[src/rtl/vga_console_wb_master.sv]
// Wishbone initiator that renders a byte stream onto a 40x30 VGA text controller.
// Bytes are queued, decoded as printable/CR/LF, and each glyph is programmed then polled.
module vga_console_wb_master #(
  parameter int FIFO_DEPTH = 16,
  parameter int TIMEOUT    = 255
) (
  input  logic        wb_clk_i,
  input  logic        wb_rst_i,
  input  logic [7:0]  in_data_i,
  input  logic        in_valid_i,
  output logic        in_ready_o,
  input  logic        clear_i,
  input  logic [23:0] fg_color_i,
  input  logic [23:0] bg_color_i,
  output logic        wb_cyc_o,
  output logic        wb_stb_o,
  output logic        wb_we_o,
  output logic [7:0]  wb_adr_o,
  output logic [31:0] wb_dat_o,
  output logic [3:0]  wb_sel_o,
  input  logic [31:0] wb_dat_i,
  input  logic        wb_ack_i,
  input  logic        wb_err_i,
  output logic [4:0]  cursor_row_o,
  output logic [5:0]  cursor_col_o,
  output logic        busy_o,
  output logic        err_o,
  output logic [3:0]  dbg_state_o
);
  localparam int AW = $clog2(FIFO_DEPTH);
  localparam int TW = $clog2(TIMEOUT + 1);
  localparam logic [TW-1:0] TMO_LAST = TW'(TIMEOUT - 1);

  typedef enum logic [3:0] {
    S_IDLE, S_POP, S_DECODE, S_WR_POS, S_WR_ASCII, S_WR_FG, S_WR_BG,
    S_WR_CTRL, S_RD_STAT, S_ADVANCE, S_CLR_BG, S_CLR_CTRL, S_CLR_STAT
  } state_t;

  state_t        state_q;
  logic [7:0]    mem_q [FIFO_DEPTH];
  logic [AW:0]   wr_ptr_q, rd_ptr_q;
  logic [7:0]    byte_q;
  logic [4:0]    row_q;
  logic [5:0]    col_q;
  logic          err_q, clr_pend_q, clr_pend_d;
  logic          gap_q, stat_q;
  logic [TW-1:0] tmo_q;
  logic          cyc_q, we_q;
  logic [7:0]    adr_q;
  logic [31:0]   dat_q;

  logic full, empty, push, pop, printable, abort, clr_chain, clr_done;
  logic launch, l_we;
  state_t launch_st;
  logic [7:0]  l_adr;
  logic [31:0] l_dat;
  logic [4:0]  row_inc;
  logic unused_dat;

  assign unused_dat = ^wb_dat_i[31:1];
  assign full       = (wr_ptr_q[AW] != rd_ptr_q[AW]) && (wr_ptr_q[AW-1:0] == rd_ptr_q[AW-1:0]);
  assign empty      = (wr_ptr_q == rd_ptr_q);
  assign push       = in_valid_i && !full;
  assign pop        = (state_q == S_POP);
  assign printable  = (byte_q >= 8'h20) && (byte_q <= 8'h7E);
  assign row_inc    = (row_q == 5'd29) ? 5'd0 : row_q + 5'd1;
  // Ack outranks a simultaneous error or an expiring timeout.
  assign abort      = cyc_q && !wb_ack_i && (wb_err_i || tmo_q == TMO_LAST);
  assign clr_chain  = (state_q == S_CLR_BG) || (state_q == S_CLR_CTRL) || (state_q == S_CLR_STAT);
  assign clr_done   = (state_q == S_CLR_STAT) && !cyc_q && gap_q && !stat_q;
  assign clr_pend_d = clear_i || (clr_pend_q && !clr_done && !(abort && clr_chain));

  // A launch starts the next bus cycle; bus states launch only after their idle gap cycle.
  always_comb begin
    launch    = 1'b0;
    launch_st = S_IDLE;
    case (state_q)
      S_IDLE:     begin launch = clr_pend_q;       launch_st = S_CLR_BG;   end
      S_DECODE:   begin launch = printable;        launch_st = S_WR_POS;   end
      S_WR_POS:   begin launch = gap_q;            launch_st = S_WR_ASCII; end
      S_WR_ASCII: begin launch = gap_q;            launch_st = S_WR_FG;    end
      S_WR_FG:    begin launch = gap_q;            launch_st = S_WR_BG;    end
      S_WR_BG:    begin launch = gap_q;            launch_st = S_WR_CTRL;  end
      S_WR_CTRL:  begin launch = gap_q;            launch_st = S_RD_STAT;  end
      S_RD_STAT:  begin launch = gap_q && stat_q;  launch_st = S_RD_STAT;  end
      S_CLR_BG:   begin launch = gap_q;            launch_st = S_CLR_CTRL; end
      S_CLR_CTRL: begin launch = gap_q;            launch_st = S_CLR_STAT; end
      S_CLR_STAT: begin launch = gap_q && stat_q;  launch_st = S_CLR_STAT; end
      default:    ;
    endcase
  end

  always_comb begin
    l_adr = 8'h00;
    l_dat = 32'h0;
    l_we  = 1'b1;
    case (launch_st)
      S_WR_POS:               begin l_adr = 8'h08; l_dat = {19'd0, row_q, 2'b00, col_q}; end
      S_WR_ASCII:             begin l_adr = 8'h0C; l_dat = {24'd0, byte_q}; end
      S_WR_FG:                begin l_adr = 8'h10; l_dat = {8'd0, fg_color_i}; end
      S_WR_BG, S_CLR_BG:      begin l_adr = 8'h14; l_dat = {8'd0, bg_color_i}; end
      S_WR_CTRL:              begin l_adr = 8'h00; l_dat = 32'h1; end
      S_CLR_CTRL:             begin l_adr = 8'h00; l_dat = 32'h2; end
      S_RD_STAT, S_CLR_STAT:  begin l_adr = 8'h04; l_we = 1'b0; end
      default:                l_we = 1'b0;
    endcase
  end

  always_ff @(posedge wb_clk_i) begin
    if (push) mem_q[wr_ptr_q[AW-1:0]] <= in_data_i;
  end

  always_ff @(posedge wb_clk_i) begin
    if (wb_rst_i) begin
      state_q <= S_IDLE;   wr_ptr_q <= '0;   rd_ptr_q <= '0;   byte_q <= 8'h00;
      row_q <= 5'd0;       col_q <= 6'd0;    err_q <= 1'b0;    clr_pend_q <= 1'b0;
      gap_q <= 1'b0;       stat_q <= 1'b0;   tmo_q <= '0;
      cyc_q <= 1'b0;       we_q <= 1'b0;     adr_q <= 8'h00;   dat_q <= 32'h0;
    end else begin
      clr_pend_q <= clr_pend_d;
      if (push) wr_ptr_q <= wr_ptr_q + 1'b1;
      if (pop)  rd_ptr_q <= rd_ptr_q + 1'b1;
      if (launch) begin
        state_q <= launch_st;
        cyc_q   <= 1'b1;  we_q <= l_we;  adr_q <= l_adr;  dat_q <= l_dat;
        tmo_q   <= '0;    gap_q <= 1'b0;
      end else begin
        case (state_q)
          S_IDLE: if (!empty) state_q <= S_POP;
          S_POP: begin
            byte_q  <= mem_q[rd_ptr_q[AW-1:0]];
            state_q <= S_DECODE;
          end
          S_DECODE: begin
            if (byte_q == 8'h0A) begin col_q <= 6'd0; row_q <= row_inc; end
            if (byte_q == 8'h0D) col_q <= 6'd0;
            state_q <= S_IDLE;
          end
          S_ADVANCE: begin
            if (col_q == 6'd39) begin col_q <= 6'd0; row_q <= row_inc; end
            else col_q <= col_q + 6'd1;
            state_q <= S_IDLE;
          end
          default: begin
            if (cyc_q) begin
              if (wb_ack_i || abort) begin
                cyc_q <= 1'b0;  we_q <= 1'b0;  adr_q <= 8'h00;  dat_q <= 32'h0;
              end
              if (wb_ack_i) begin
                gap_q  <= 1'b1;
                stat_q <= wb_dat_i[0];
              end else if (abort) begin
                err_q   <= 1'b1;
                state_q <= S_IDLE;
              end else begin
                tmo_q <= tmo_q + 1'b1;
              end
            end else if (gap_q) begin
              gap_q <= 1'b0;
              if (state_q == S_RD_STAT) state_q <= S_ADVANCE;
              else begin
                row_q <= 5'd0;  col_q <= 6'd0;  err_q <= 1'b0;  state_q <= S_IDLE;
              end
            end
          end
        endcase
      end
    end
  end

  assign in_ready_o   = !full;
  assign wb_cyc_o     = cyc_q;
  assign wb_stb_o     = cyc_q;
  assign wb_we_o      = we_q;
  assign wb_adr_o     = adr_q;
  assign wb_dat_o     = dat_q;
  assign wb_sel_o     = 4'hF;
  assign cursor_row_o = row_q;
  assign cursor_col_o = col_q;
  assign busy_o       = (state_q != S_IDLE) || !empty || clr_pend_q;
  assign err_o        = err_q;
  assign dbg_state_o  = state_q;
endmodule

[config.mk]
export PLATFORM = sky130hd
export DESIGN_NAME = vga_console_wb_master
export DESIGN_NICKNAME = d
export VERILOG_FILES = /design/src/rtl/vga_console_wb_master.sv
export SDC_FILE = /design/constraint.sdc
export NUM_CORES = 1
export LEC_CHECK = 0
export CAP_MARGIN = 20
export CORE_UTILIZATION = 37
export CTS_BUF_LIST = sky130_fd_sc_hd__clkbuf_16
export DETAILED_ROUTE_END_ITERATION = 8
export PLACE_DENSITY_LB_ADDON = 0.15
export RECOVER_POWER = 25
export SYNTH_ARGS = -nofsm -noshare
export SYNTH_HDL_FRONTEND = slang
export SYNTH_SLANG_ARGS = --single-unit
[constraint.sdc]
create_clock -name wb_clk_i -period 2.8 [get_ports wb_clk_i]
set_input_delay 0.56 -clock wb_clk_i [delete_from_list [all_inputs] [get_ports wb_clk_i]]
set_output_delay 0.56 -clock wb_clk_i [all_outputs]
set_load 0.05 [all_outputs]
==> summary.md <==
| Metric | Value |
|---|---|
| Worst path slowest cell | clkdlybuf4s50_1 |
| Outcome | complete, no violations |
| Xor and xnor fraction of the mapped netlist area | 1.79% |
| Hold buffer count at cts | 0 |
| Synthesized area per cell | 13.6 um2 |
| Layout cells sized above 1 | 16.2% |
| Critical path capture point type | primary output |
| Post-CTS setup buffers | 0 |
| Post-synth EDFFs | 128 |
| P_sw | 3.29 mW |
| Ys async rst share | 0% |
| Row count | 56 |
| Core Footprint | 23,400 um2 |
| Area leader, netlist | edfxtp_1 |
| Distinct cells, synth | 73 |
| First-pass GRT wire length | 32,500 um |
| FMAX | 0.381 GHz |
| Pins Over Slew Limit | 0 |
| Synth warn | 0 |
| Worst setup SP type | flip-flop |
| DR iter-0 viols | 384 |
| Post-DP Area | 10,300 um2 |
| Worst Hold Class | flip-flop to flip-flop |
| Vias in the first global route | 5,829 |
| Leakage power | 3.68 nW |
| FF-to-FF path depth | 8 |
| Final non-filler cell total | 1,110 |
| Fin crit share | 93.7% |
| Slew HR | 51.2% |
| Die ar. | 24,400 um2 |
| Post-DRT Antenna Nets | 0 |
| Post-Syn Instances | 648 |
| Die H | 156 um |
| GP Congestion | 0.831 |
| Post-synthesis sequential area ratio | 60.5% |
| Worst Hold Depth | 1 |
| DRC violations left | 0 |
| Hold Vio Cnt, Final | 0 |
| Max_cap viols | 0 |
| Routed len/inst | 18.6 um |
| CP arrival | 2060 ps |
| Via count | 5,788 |
| Crit-path max cell delay | 900 ps |
| Worst-path cell chain | clkdlybuf4s50_1 |
| Unrepaired setup endpoints after global routing | no |
| Clock latency at the later pin of the worst-skew pair | 520 ps |
| Compound-Gate Fraction of Synth Area | 12.0% |
| CP Max Fanout | 15 |
| CTS root buf | clkbuf_16 |
| Hold path start | wb_adr_o[2] |
| Drt total wl | 20,700 um |
| Sw Ratio | 33.6% |
| Worst Hold End | wb_adr_o[2] |
| Min cycle time layout | 2620 ps |
| Setup Skew | 9.51 ps |
| Synth Area in Simple Gates | 9.91% |
| Antenna violations before repair | 0 |
| GRT Util Overall | 17.2% |
| Final setup violation count | 0 |
| Least-Margin Pin Slew | 728 ps |
| CP Buf/Inv Count | 1 |
| CTS tree | yes |
| Mux share of post-synthesis cell area | 10.5% |
| Main combinational cell family by area after synthesis | compound AO/OA/AOI/OAI gates |
| Clk pin slew, worst setup/hold paths | 60 ps |
| Router iterations before antenna repair | 5 |
| IO Count | 159 |
| Cell area after synthesis | 8810 um2 |
| HPWL Detailed | 14,200 um |
| Crit path required time | 2240 ps |
| Horiz. Die Dim | 156 um |
| Grt total ovfl | 0 |
| Via density | 5.21 |
| Clk pwr share | 31.2% |
| Crit path max-delay family | buffers and inverters |
| R2r endpoint | wb_we_o |
| Top cells by area, synth | edfxtp_1, dfxtp_1, mux4_2 |
| Clk sink count | 202 |
| P_int | 6.51 mW |
| Port bufs | 110 |
| Final TNS setup | 0 ps |
| Predominant post-synthesis flop cell | edfxtp_1 |
| CTS H-tree depth | 1 |
| Core Util, Final | 47.5% |
| Comb pwr share | 31.8% |
| Post-Synth Adder-Cell Area | 1.42% |
| Initial core utilization | 37.6% |
| Reg-to-reg startpoint | dbg_state_o[2] |
| Area Growth Syn to Fin | 26.3% |
| Post-Place Cells | 1,070 |
| Worst Setup Path Type | flip-flop to primary output |
| Diodes inserted | 0 |
| Pwr per Cell Area | 881 nW/um2 |
| Num CTS Buffers | 23 |
| Nets | 880 |
| Power, Total | 9.80 mW |
| Largest net degree at the start of global routing | 40 |
| Max clock buf depth | 3 |
| Fin area | 11,100 um2 |
| Reg2Reg Setup Slack | 360 ps |
| Peak ir drop on the vdd network | 466 uV |
| Sequential power share | 37.0% |
| Synth Register Bits | 202 |
| Yosys top cell area share | 43.6% |
-- cell families after synthesis --
group / Yosys count
xor+xnor: 18
compound gates: 138
buf+inv: 65
fa+ha+maj: 10
mux: 42
flops: 202
simple gates: 171
other cells: 2
-- synth_stat cells (all sizes together), types with 11 or more instances --
master,n
a21oi,27
a222oi,11
a22oi,12
buf,37
clkbuf,19
dfxtp,74
edfxtp,128
mux4,40
nand2,50
nand3,12
nor2,47
nor3,15
o21ai,14
o2bb2ai,25
-- worst max-delay path by stage --
stage / startpoint / endpoint / slack (ps) / cells after the start
final: dbg_state_o[2] / dbg_state_o[2] / 180 / 1
after global routing: wr_ptr_q[2] / busy_o / 10 / 5
after CTS: dbg_state_o[3] / dbg_state_o[3] / 10 / 2
after detailed placement: in_valid_i / mem_q[7][6] / 380 / 5
after global placement: in_valid_i / mem_q[7][4] / 380 / 5
after floorplan: dbg_state_o[2] / cursor_row_o[4] / 460 / 7
-- registers in the layout, indices dropped and copies added (netlist names), 4 cells and up --
signal	flops
byte_q	8
cursor_col_o	6
cursor_row_o	5
dbg_state_o	4
mem_q	128
rd_ptr_q	5
tmo_q	8
wb_dat_o	24
wr_ptr_q	5
-- routing by layer --
layer  part of all wire [%]  global-route usage (%)  vias up
met5                      0                       0        -
met4                    1.9                    4.11        0
met3                    4.4                    2.77       27
met2                     50                    29.5      140
met1                     44                    22.7     2871
li1                       -                       -     2750
-- cells in the final DEF (no fill, tap or decap), types with 7 or more instances in the layout --
cell type        count
edfxtp_1           128
clkdlybuf4s50_1    101
dfxtp_1             71
nand2_1             50
nor2_1              46
mux4_2              40
buf_4               34
a21oi_1             27
o2bb2ai_1           25
clkbuf_16           23
conb_1              17
nor3_1              13
inv_1               12
o21ai_0             12
nand3_1             12
a22oi_1             12
a222oi_1            11
xor2_1              10
ha_1                10
nand2b_1             9
xnor2_1              8
nand4_1              7
nor2b_1              7
dlygate4sd3_1        7
-- cell type report --
class | count | area (um2)
inverter | 9 | 33.8
timing repair buffer | 144 | 1380
clock inverter | 17 | 199
tap | 319 | 399
clock buffer | 23 | 576
sequential | 202 | 5330
multi-input combinational | 396 | 3210
fill | 2127 | 12300
-- metrics by stage --
step / hold slack (ps) / worst slack, ps
floorplan: 456 / 459
global placement: 437 / 382
detailed placement: 446 / 377
CTS: 458 / 15.0
global route: 469 / 11.2
finish: 456 / 176
-- repair_timing --
item                       CTS  global route
pin swaps                    0             0
hold endpoints to repair     0             0
setup endpoints to repair    1             2
gates resized for setup      1             2
-- power groups by stage --
stage	Clock, mW	Sequential [mW]	Combinational [mW]
after floorplan	0	4.02	1.85
after global placement	0	3.67	3.10
after detailed placement	0	3.69	3.13
after CTS	3.16	3.63	3.14
after global routing	3.27	3.67	3.36
final	3.06	3.63	3.12
No activity file was read; power rests on OpenSTA's default activity.
